<file path="src/rtl/even_parity_frame_rx.sv">
// even_parity_frame_rx: UART-style receiver feeding an even-parity checker.
// Frame: start(0), DATA_W data bits LSB first, parity bit, stop(1).
// Ports: clk, rst_n (async, active low), rx_in (async serial line),
//   data_out/par_out/frame_err/out_valid with out_ready handshake,
//   overrun (1-clk pulse when a finished frame is dropped), busy.
module even_parity_frame_rx #(
    parameter int DATA_W   = 3,
    parameter int BAUD_DIV = 8
) (
    input  logic              clk,
    input  logic              rst_n,
    input  logic              rx_in,
    output logic [DATA_W-1:0] data_out,
    output logic              par_out,
    output logic              out_valid,
    input  logic              out_ready,
    output logic              frame_err,
    output logic              overrun,
    output logic              busy
);

    localparam int CNT_W = $clog2(BAUD_DIV);
    localparam int IDX_W = (DATA_W > 1) ? $clog2(DATA_W) : 1;

    localparam logic [CNT_W-1:0] CNT_HALF = CNT_W'(BAUD_DIV / 2 - 1);
    localparam logic [CNT_W-1:0] CNT_LAST = CNT_W'(BAUD_DIV - 1);
    localparam logic [CNT_W-1:0] CNT_ONE  = CNT_W'(1);
    localparam logic [IDX_W-1:0] IDX_LAST = IDX_W'(DATA_W - 1);
    localparam logic [IDX_W-1:0] IDX_ONE  = IDX_W'(1);

    localparam logic [2:0] S_IDLE   = 3'd0;
    localparam logic [2:0] S_START  = 3'd1;
    localparam logic [2:0] S_DATA   = 3'd2;
    localparam logic [2:0] S_PARITY = 3'd3;
    localparam logic [2:0] S_STOP   = 3'd4;
    localparam logic [2:0] S_BREAK  = 3'd5;

    logic              sync1_q, sync2_q;
    logic              rx_s;
    logic [2:0]        state_q, state_d;
    logic [CNT_W-1:0]  cnt_q, cnt_d;
    logic [IDX_W-1:0]  idx_q, idx_d;
    logic [DATA_W-1:0] shift_q, shift_d;
    logic              par_sh_q, par_sh_d;
    logic [DATA_W-1:0] data_q, data_d;
    logic              par_q, par_d;
    logic              valid_q, valid_d;
    logic              ferr_q, ferr_d;
    logic              ovr_q, ovr_d;

    assign rx_s = sync2_q;

    always_comb begin
        state_d  = state_q;
        cnt_d    = cnt_q;
        idx_d    = idx_q;
        shift_d  = shift_q;
        par_sh_d = par_sh_q;
        data_d   = data_q;
        par_d    = par_q;
        ferr_d   = ferr_q;
        // A transfer this edge clears valid unless a publish below re-arms it.
        valid_d  = valid_q & ~out_ready;
        ovr_d    = 1'b0;
        case (state_q)
            S_IDLE: begin
                cnt_d = '0;
                if (!rx_s) state_d = S_START;
            end
            S_START: begin
                if (cnt_q == CNT_HALF) begin
                    cnt_d   = '0;
                    idx_d   = '0;
                    state_d = rx_s ? S_IDLE : S_DATA;
                end else begin
                    cnt_d = cnt_q + CNT_ONE;
                end
            end
            S_DATA: begin
                if (cnt_q == CNT_LAST) begin
                    cnt_d          = '0;
                    shift_d[idx_q] = rx_s;
                    if (idx_q == IDX_LAST) state_d = S_PARITY;
                    else                   idx_d   = idx_q + IDX_ONE;
                end else begin
                    cnt_d = cnt_q + CNT_ONE;
                end
            end
            S_PARITY: begin
                if (cnt_q == CNT_LAST) begin
                    cnt_d    = '0;
                    par_sh_d = rx_s;
                    state_d  = S_STOP;
                end else begin
                    cnt_d = cnt_q + CNT_ONE;
                end
            end
            S_STOP: begin
                if (cnt_q == CNT_LAST) begin
                    cnt_d   = '0;
                    state_d = rx_s ? S_IDLE : S_BREAK;
                    // Slot is free if empty or being emptied this same edge.
                    if (!valid_q || out_ready) begin
                        data_d  = shift_q;
                        par_d   = par_sh_q;
                        ferr_d  = ~rx_s;
                        valid_d = 1'b1;
                    end else begin
                        ovr_d = 1'b1;
                    end
                end else begin
                    cnt_d = cnt_q + CNT_ONE;
                end
            end
            S_BREAK: begin
                // A held-low line must go high before a new start is seen.
                if (rx_s) state_d = S_IDLE;
            end
            default: state_d = S_IDLE;
        endcase
    end

    always_ff @(posedge clk or negedge rst_n) begin
        if (!rst_n) begin
            sync1_q  <= 1'b1;
            sync2_q  <= 1'b1;
            state_q  <= S_IDLE;
            cnt_q    <= '0;
            idx_q    <= '0;
            shift_q  <= '0;
            par_sh_q <= 1'b0;
            data_q   <= '0;
            par_q    <= 1'b0;
            valid_q  <= 1'b0;
            ferr_q   <= 1'b0;
            ovr_q    <= 1'b0;
        end else begin
            sync1_q  <= rx_in;
            sync2_q  <= sync1_q;
            state_q  <= state_d;
            cnt_q    <= cnt_d;
            idx_q    <= idx_d;
            shift_q  <= shift_d;
            par_sh_q <= par_sh_d;
            data_q   <= data_d;
            par_q    <= par_d;
            valid_q  <= valid_d;
            ferr_q   <= ferr_d;
            ovr_q    <= ovr_d;
        end
    end

    assign data_out  = data_q;
    assign par_out   = par_q;
    assign out_valid = valid_q;
    assign frame_err = ferr_q;
    assign overrun   = ovr_q;
    assign busy      = (state_q != S_IDLE);

endmodule

</file>
<file path="config.mk">
export PLATFORM = sky130hd
export DESIGN_NAME = even_parity_frame_rx
export DESIGN_NICKNAME = d
export VERILOG_FILES = /design/src/rtl/even_parity_frame_rx.sv
export SDC_FILE = /design/constraint.sdc
export NUM_CORES = 1
export LEC_CHECK = 0
export CORE_MARGIN = 8
export CORE_UTILIZATION = 44
export CTS_CLUSTER_DIAMETER = 80
export DETAILED_ROUTE_END_ITERATION = 8
export PLACE_DENSITY = 0.63
export SLEW_MARGIN = 20
export SYNTH_ARGS = -nofsm -noshare
export SYNTH_HDL_FRONTEND = slang
export SYNTH_SLANG_ARGS = --single-unit
</file>
<file path="constraint.sdc">
create_clock -name clk -period 1.86 [get_ports clk]
set_clock_uncertainty 0.15 [all_clocks]
set_input_delay 0.186 -clock clk [delete_from_list [all_inputs] [get_ports clk]]
set_output_delay 0.186 -clock clk [all_outputs]
set_load 0.01 [all_outputs]
</file>
==> reports/qor.json <==
{
  "synthFlopType": "sky130_fd_sc_hd__dfrtp_1",
  "synthesis.instances": 105,
  "dr.pass1.iters": 4,
  "die_x_um": 67.0,
  "yosysWarnings": 0,
  "maxClockFrequency_mhz": 560,
  "outcome": "completed",
  "finalWorstSetupSlack_ps": 75.8,
  "post_cts_resize_count": 1,
  "numPortBuffers": 11,
  "tightestPinTransition_ps": 314,
  "num_antenna_cells": 0,
  "fin_nets": 133,
  "rows": 18,
  "clockRootBuffer": "sky130_fd_sc_hd__clkbuf_4",
  "synthDominantCellAreaShare_pct": 41.6,
  "startpoint_kind_of_the_worst_setup_timing_path": "register",
  "global_route_wire_length_before_repair_um": 3670,
  "yosys_register_bits": 21,
  "cell_chain_critical_path": "ha_1 > ha_1 > and4bb_1 > nand2_1 > mux2_4",
  "maxSlewViolCount": 0,
  "wirelength_um": 2160,
  "critical_path_class": "reg2reg",
  "cts_max_path_buffers": 2,
  "grt_start_max_net_pins": 22,
  "fin_total_pwr_mw": 1.41,
  "htree_levels": 1,
  "p_leak_nw": 0.610,
  "synth_edf_count": 0,
  "yosys.cell_types.count": 39,
  "totalNegativeSetupSlack_ps": 0,
  "die_y_um": 67.0,
  "synth_commonest_cells": "sky130_fd_sc_hd__dfrtp_1 (19), sky130_fd_sc_hd__nand2_1 (12), sky130_fd_sc_hd__ha_1 (8), sky130_fd_sc_hd__inv_1 (8)",
  "power_density_mw_per_mm2": 1060,
  "rrSetupSlack_ps": 80,
  "critical-path-top-delay-family": "adder cells",
  "cap_violations": 0,
  "tritoncts_clock_tree": "done",
  "detailedPlace.worstSlack_ps": 47.4,
  "number_of_cells_traversed_by_the_worst_register_to_register_path": 5,
  "remaining_global_route_overflow": 0,
  "synth_top_area_cell": "sky130_fd_sc_hd__dfrtp_1",
  "dp_hpwl_um": 1600,
  "globalRouteTotalUtil_pct": 10.5,
  "max-vdd-ir-drop_mv": 0.788,
  "synth_most_common_cell": "sky130_fd_sc_hd__dfrtp_1",
  "area_delta_synth_final_pct": 16.3,
  "synth.yosys.seq_area_share_pct": 46.2,
  "ios": 12,
  "layout-drive-gt1-share_pct": 18.3,
  "dr_total_vias": 798,
  "total_die_area_mm2": 0.00448,
  "final_antenna_net_count": 0,
  "critical-path-slowest-cell": "sky130_fd_sc_hd__dfrtp_1",
  "hold_fails_final_rpt": 0,
  "synth.area.top_cells": "sky130_fd_sc_hd__dfrtp_1 (42%), sky130_fd_sc_hd__ha_1 (8.8%), sky130_fd_sc_hd__mux2_2 (4.9%)",
  "cts_buffers": 3,
  "post_cts.repair.setup_buffers": 0,
  "netlist_area_before_placement_mm2": 0.00114,
  "post-route-util_pct": 53.6,
  "synth_area_per_cell_um2": 10.9,
  "worst_r2r_startpoint": "cnt_q[0]$_DFFE_PN0P_",
  "relSlewSlack_pct": 78.8,
  "final_setup_violations": 0,
  "synth_fp_nets": 117,
  "period_share_pct": 95.9,
  "critical_path_buf_inv_count": 0,
  "cp_slowest_stage_delay_ps": 430,
  "rsz0062_at_grt": "no",
  "cts.reportedPaths.clkPinSlew_ps": 110,
  "routabilityCongestion": 0.712,
  "cts_sinks": 21,
  "first_global_vias": 815,
  "crit_arrival_ps": 1830,
  "core_region_area_mm2": 0.00248,
  "critical_path.most_common_cell": "sky130_fd_sc_hd__ha_1",
  "critical_path.max_fanout": 5,
  "clock_latency_ps": 300,
  "grt_antenna_before_repair": 0,
  "holdBufCountCts": 0,
  "critPathCaptureType": "register",
  "initial_utilization_pct": 46.1,
  "fin_crit_ps": 1780,
  "drt_iter0_markers": 20,
  "critical_path.reg2reg.endpoint": "shift_q[1]$_DFFE_PN0P_",
  "synth-async-reset-ratio_pct": 100,
  "drt_drc_violations_left": 0,
  "critPathRequiredTime_ps": 1910,
  "routed_wire_length_per_instance_um": 14.4,
  "via_per_inst": 5.32,
  "worstHoldPathType": "in2async"
}
through the flow:
| stage | hold slack, ps | instances | cell area, µm² |
|---|---|---|---|
| 3_3_place_gp | 199 | 146 | 1300 |
| 3_5_place_dp | 199 | 146 | 1300 |
| 6_report | 55.3 | 150 | 1330 |
| 4_1_cts | 52.0 | 150 | 1330 |
| 5_1_grt | 75.4 | 150 | 1330 |
| 2_1_floorplan | -260 | 105 | 1140 |
worst max path at each step:
stage / from / end / slack, ps / depth (start not counted)
final: cnt_q[0]$_DFFE_PN0P_ / shift_q[1]$_DFFE_PN0P_ / 80 / 5
after floorplan: cnt_q[0]$_DFFE_PN0P_ / shift_q[2]$_DFFE_PN0P_ / 140 / 5
after global placement: cnt_q[0]$_DFFE_PN0P_ / par_out$_DFFE_PN0P_ / 120 / 4
after detailed placement: cnt_q[0]$_DFFE_PN0P_ / data_out[0]$_DFFE_PN0P_ / 50 / 4
after CTS: cnt_q[0]$_DFFE_PN0P_ / data_out[0]$_DFFE_PN0P_ / 30 / 4
after global routing: cnt_q[0]$_DFFE_PN0P_ / shift_q[1]$_DFFE_PN0P_ / 8 / 5
routing by layer:
| layer | global-route usage (%) | wire (µm) | part of all wire, % | vias up |
|---|---|---|---|---|
| li1 | - | - | - | 402 |
| met1 | 12.4 | 1020 | 47 | 383 |
| met2 | 17.1 | 1020 | 47 | 11 |
| met3 | 2.68 | 92 | 4.3 | 2 |
| met4 | 5.48 | 18 | 0.83 | 0 |
| met5 | 0 | 0 | 0 | - |
state kept, by name (all words and copies together) (netlist names), 2 cells and up:
name and flops:
cnt_q 3, data_out 3, shift_q 3, state_q 3
idx_q 2
logic make-up (layout without fill, tap and decap cells):
| group | after synthesis | count (layout) | synth area share (%) |
|---|---|---|---|
| simple gates | 34 | 34 | 17.5 |
| buf+inv | 13 | 28 | 4.93 |
| flops | 21 | 21 | 46.2 |
| fa+ha+maj | 8 | 8 | 8.76 |
| mux | 12 | 12 | 12.5 |
| compound gates | 17 | 17 | 10.1 |
final cells by class:
| class | instances | area (µm²) |
|---|---|---|
| clock buffers | 4 | 26.3 |
| repair buffers | 16 | 146 |
| inverters | 8 | 30.0 |
| fillers | 225 | 1150 |
| well taps | 30 | 37.5 |
| multi-input cells | 71 | 561 |
| flip-flops and latches | 21 | 528 |
cells in the final DEF, fill, tap and decap left out, types with 2 or more instances in the layout:
master | Yosys | final
sky130_fd_sc_hd__a21oi_1 | 2 | 2
sky130_fd_sc_hd__buf_4 | 1 | 5
sky130_fd_sc_hd__clkbuf_4 | 0 | 3
sky130_fd_sc_hd__clkdlybuf4s50_1 | 0 | 10
sky130_fd_sc_hd__dfrtp_1 | 19 | 19
sky130_fd_sc_hd__dfstp_2 | 2 | 2
sky130_fd_sc_hd__ha_1 | 8 | 7
sky130_fd_sc_hd__inv_1 | 8 | 8
sky130_fd_sc_hd__mux2_2 | 5 | 5
sky130_fd_sc_hd__mux2_4 | 3 | 3
sky130_fd_sc_hd__mux2i_1 | 3 | 3
sky130_fd_sc_hd__nand2_1 | 12 | 12
sky130_fd_sc_hd__nand2b_1 | 3 | 3
sky130_fd_sc_hd__nand3_1 | 2 | 2
sky130_fd_sc_hd__nand3b_1 | 2 | 2
sky130_fd_sc_hd__nor2_1 | 4 | 4
sky130_fd_sc_hd__o21ai_0 | 5 | 5
report_power, final:
| group | leakage, nW | total (mW) | internal, mW | switching (mW) |
|---|---|---|---|---|
| Combinational | 0.326 | 0.584 | 0.267 | 0.317 |
| Clock | 0.0150 | 0.218 | 0.0837 | 0.135 |
| Sequential | 0.270 | 0.612 | 0.544 | 0.0686 |
Power figures use the tool's default switching activity.
